[src/rtl/serializer_pkg.sv]
// Shared definitions for the word serializer and the detector-side benches.
package serializer_pkg;

  typedef enum logic {
    ST_IDLE  = 1'b0,
    ST_SHIFT = 1'b1
  } state_e;

  // Bits needed to count 0..n-1 (never less than one).
  function automatic int unsigned cnt_width(input int unsigned n);
    int unsigned w;
    w = 1;
    while ((32'd1 << w) < n) begin
      w++;
    end
    return w;
  endfunction

endpackage

[src/rtl/word_serializer.sv]
// Parallel-to-serial feeder: valid/ready word input, one bit per clock out,
// with a one-word holding register for gapless back-to-back streaming.
module word_serializer
  import serializer_pkg::*;
#(
  parameter int unsigned WIDTH     = 32,
  parameter bit          MSB_FIRST = 1'b0
) (
  input  logic             CLK,
  input  logic             RES,
  input  logic [WIDTH-1:0] DIN,
  input  logic             DIN_VALID,
  output logic             DIN_READY,
  output logic             SOUT,
  output logic             SVALID,
  output logic             FRAME_START,
  output logic             FRAME_END
);

  localparam int unsigned     CntW    = cnt_width(WIDTH);
  localparam logic [CntW-1:0] CntLast = CntW'(WIDTH - 1);

  state_e           state_q, state_d;
  logic [WIDTH-1:0] s_q, s_d;
  logic [WIDTH-1:0] h_q, h_d;
  logic             hf_q, hf_d;
  logic [CntW-1:0]  cnt_q, cnt_d;

  logic             accept;
  logic             last_bit;
  logic [WIDTH-1:0] s_shifted;

  assign accept   = DIN_VALID && !hf_q;
  assign last_bit = (cnt_q == CntLast);

  // The bit on SOUT is always at the output end; shift the next one into it.
  always_comb begin
    if (MSB_FIRST) begin
      s_shifted = {s_q[WIDTH-2:0], 1'b0};
    end else begin
      s_shifted = {1'b0, s_q[WIDTH-1:1]};
    end
  end

  always_comb begin
    state_d = state_q;
    s_d     = s_q;
    h_d     = h_q;
    hf_d    = hf_q;
    cnt_d   = cnt_q;
    unique case (state_q)
      ST_IDLE: begin
        if (accept) begin
          s_d     = DIN;
          cnt_d   = '0;
          state_d = ST_SHIFT;
        end
      end
      ST_SHIFT: begin
        if (!last_bit) begin
          s_d   = s_shifted;
          cnt_d = cnt_q + 1'b1;
          if (accept) begin
            h_d  = DIN;
            hf_d = 1'b1;
          end
        end else if (hf_q) begin
          s_d   = h_q;
          hf_d  = 1'b0;
          cnt_d = '0;
        end else if (accept) begin
          // Empty holding register: load straight into the shifter, no gap.
          s_d   = DIN;
          cnt_d = '0;
        end else begin
          state_d = ST_IDLE;
        end
      end
      default: state_d = ST_IDLE;
    endcase
  end

  always_ff @(posedge CLK or posedge RES) begin
    if (RES) begin
      state_q <= ST_IDLE;
      s_q     <= '0;
      h_q     <= '0;
      hf_q    <= 1'b0;
      cnt_q   <= '0;
    end else begin
      state_q <= state_d;
      s_q     <= s_d;
      h_q     <= h_d;
      hf_q    <= hf_d;
      cnt_q   <= cnt_d;
    end
  end

  assign DIN_READY   = !hf_q;
  assign SVALID      = (state_q == ST_SHIFT);
  assign SOUT        = SVALID && (MSB_FIRST ? s_q[WIDTH-1] : s_q[0]);
  assign FRAME_START = SVALID && (cnt_q == '0);
  assign FRAME_END   = SVALID && last_bit;

endmodule
[config.mk]
export PLATFORM = sky130hd
export DESIGN_NAME = word_serializer
export DESIGN_NICKNAME = d
export VERILOG_FILES = /design/src/rtl/serializer_pkg.sv /design/src/rtl/word_serializer.sv
export SDC_FILE = /design/constraint.sdc
export NUM_CORES = 1
export LEC_CHECK = 0
export BUFFER_PORTS_ARGS = -buffer_cell sky130_fd_sc_hd__buf_2
export CORE_ASPECT_RATIO = 1.5
export CORE_MARGIN = 1.5
export CORE_UTILIZATION = 45
export DETAILED_ROUTE_END_ITERATION = 8
export HOLD_SLACK_MARGIN = 0.15
export PLACE_DENSITY = 0.66
export SLEW_MARGIN = 20
export SYNTH_ARGS = -nofsm -noshare
export SYNTH_HDL_FRONTEND = slang
export SYNTH_SLANG_ARGS = --single-unit
[constraint.sdc]
create_clock -name CLK -period 2.55 [get_ports CLK]
set_clock_uncertainty 0.15 [all_clocks]
set_input_delay 0.1275 -clock CLK [delete_from_list [all_inputs] [get_ports CLK]]
set_output_delay 0.1275 -clock CLK [all_outputs]
set_load 0.02 [all_outputs]
==> out/results.ini <==
[global_routing]
track_usage_pct = 21.35
grt_pass1_vias = 2689
antenna_found_initial = 0
grt-ovfl-total = 0
grt_pass1_wl_mm = 13.00
grt_max_degree = 42

[detailed_routing]
routed_wl_mm = 7.844
detail_route.iter0.violations = 177
wl_per_cell_um = 16.69
drc_errors = 0
wl_met2_mm = 3.963
final_antenna_net_count = 0
first_pass_iters = 4
vias = 2611
wl_met1_mm = 3.415
wl_met3_um = 296
viasPerCell = 5.555
top_layer = met4

[logic_synthesis]
synth.top_cell.area_share_pct = 52.77
yosys_warnings = 0
syn_area_sq_mm = 0.003367
synth-seq-cells = 71
synthDistinctLibCells = 29
synth_nets = 332
yosys-top-cells-area = dfrtp_1, mux2_4, a32oi_1
ys_seq_area_share_pct = 52.77
syn_avg_cell_area_sq_um = 11.49
netlist_instances = 293
synth_top_area_cell = dfrtp_1

[layout]
nFillCells = 644
layout_commonest_cell = dfrtp_1
fin_cells = 470
drive_above_1_share_pct = 27.57
antennaDiodeCount = 0
fin_nets = 404
mostFrequentLayoutCells = dfrtp_1, nand2_1, buf_2
syn_to_final_growth_pct = 25.68

[clock_tree]
cts.clk_slew.worst_paths_ns = 0.09
cts.hold.buffers_added = 34
cts_buffers = 9
cts_setup_buffers = 0
cts_resized = 0
clock-sinks = 71
max-clock-path-buffers = 2
cts_root_buf = clkbuf_8
htree_levels = 3
clk_latency_ns = 0.35
cts_tree = built

[die]
die_h_um = 108.9
core-area_sq_mm = 0.007227
initial_core_util_pct = 46.59
fp.dieW_um = 73.63
design.die.area_sq_mm = 0.008021
rows = 38
io_pins = 40

[power]
sw_frac_of_total_pct = 23.42
vdd_drop_max_v = 0.0002449
p_seq_share_pct = 52.9
p_per_area_mw_per_mm2 = 545.1
power.share.combinational_pct = 8.4
clkPwrFrac_pct = 38.7
intPower_w = 0.001767
power_switching_w = 0.0005402
leakagePower_nw = 1.869

[setup_path]
cp-end-kind = flip-flop
r2r_cells = 7
cp_max_fo = 14
worstSetupPathType = reg2reg
start_kind = flip-flop
cpMaxStageDelayCell = dfrtp_1
cp_cell_sequence = ha_1, and3_1, ha_1, and2b_1, and2_4, buf_12, mux2_1
critPathMaxStageDelay_ns = 0.41
cp.required_ns = 2.63
crit_top_cell = ha_1
worstPathArrival_ns = 2.51

[sta]
setup_viol = 0
setup_tns_ns = 0
setup_slack_ns = 0.1272
rsz0062_at_grt = no
worst_pin_slew_ns = 0.6260
slew_viol_final = 0
min_period_ns = 2.423
slew_headroom_pct = 58.20
period_share_pct = 95.01
finalHoldViolCount = 0
max_freq_ghz = 0.4127

[place]
dp_slack_ns = 0.1188
gp_congestion = 0.8023
port_buffers = 39
place_hpwl_mm = 4.759
placed_cells = 420

[job]
maxCapViolCount = 0

[status]
outcome = finished clean

[hold_path]
hold_class = in2async

## through the flow
step           power, W  hold slack (ns)  utilization [%]  cell area, sq um
6_report       0.002307           0.2466            58.55              4232
5_1_grt        0.002385           0.3147            58.55              4232
4_1_cts        0.002327           0.2540            58.55              4232
3_5_place_dp   0.001396          0.09453            51.11              3694
3_3_place_gp   0.001389          0.09064            51.11              3694
2_1_floorplan  0.001332           0.1122                -              3367
## layer usage
| layer | global-route usage, % | vias to the layer above |
|---|---|---|
| li1 | - | 1217 |
| met1 | 27.75 | 1314 |
| met2 | 34.68 | 70 |
| met3 | 2.957 | 10 |
| met4 | 10.32 | 0 |
| met5 | 0 | - |
## cells by family after synthesis
| logic type | count (synthesis) | synth area share (%) |
|---|---|---|
| and+or+nand+nor | 81 | 10.07 |
| AOI/OAI and AO/OA | 71 | 15.94 |
| DFF | 71 | 52.77 |
| muxes | 34 | 14.64 |
| buffers and inverters | 30 | 4.570 |
| adders and majority gates | 4 | 1.486 |
| xor gates and xnor gates | 2 | 0.5203 |
## registers in the layout, indices dropped and copies added (netlist names)
signal and flops:
hf_q 1, s_q 32, cnt_q 5, SVALID 1
h_q 32
## cell usage after synthesis
master	number
and2_1	2
o22ai_1	31
and4b_1	1
a21oi_1	1
nor2_1	2
dfrtp_1	71
mux2i_1	2
xor2_1	1
inv_1	4
a22o_1	4
o221ai_1	1
nor2b_1	1
nand3_1	2
xnor2_1	1
mux2_4	30
buf_6	5
and3_1	1
a32o_1	1
a32oi_1	31
and2_4	1
a22oi_1	1
nand2_1	67
nand2b_1	3
buf_2	3
ha_1	4
clkbuf_1	18
mux2_1	2
o21ai_0	1
and2b_1	1
## worst max-delay path, delay by kind of cell, from the launching register on
kind / cells / cell delay (ns)
DFF: 1 / 0.41
adders and majority gates: 2 / 0.43
muxes: 1 / 0.33
and+or+nand+nor: 3 / 0.79
buffers and inverters: 1 / 0.20
## layout make-up
class	instances	area, sq um	share of cell area, %
Multi-Input combinational cell	192	1439	34.00
Inverter	4	15.01	0.3548
Sequential cell	71	1777	41.99
Timing Repair Buffer	87	678.2	16.03
Tap cell	100	125.1	2.957
Clock buffer	9	123.9	2.927
Clock inverter	7	73.82	1.745
## power groups by stage
stage,clock network (W),logic [W],registers (W)
finish,0.000892,0.000193,0.00122
global route,0.000946,0.000210,0.00123
CTS,0.000912,0.000195,0.00122
detailed placement,0,0.000156,0.00124
global placement,0,0.000149,0.00124
floorplan,0,0.000103,0.00123
## path summary, 6_finish.rpt
| check | start | slack (ns) | to |
|---|---|---|---|
| worst min-delay path | RES | 0.25 | s_q[10]$_DFF_PP0_ |
| min in group CLK | h_q[15]$_DFFE_PP0P_ | 0.34 | h_q[15]$_DFFE_PP0P_ |
| worst min register to register | h_q[15]$_DFFE_PP0P_ | 0.34 | h_q[15]$_DFFE_PP0P_ |
| worst max register to register | cnt_q[1]$_DFF_PP0_ | 0.13 | h_q[14]$_DFFE_PP0P_ |
| worst max-delay path | cnt_q[1]$_DFF_PP0_ | 0.13 | h_q[14]$_DFFE_PP0P_ |
| max in group asynchronous | RES | 1.26 | s_q[30]$_DFF_PP0_ |
No activity file was read; power rests on OpenSTA's default activity.
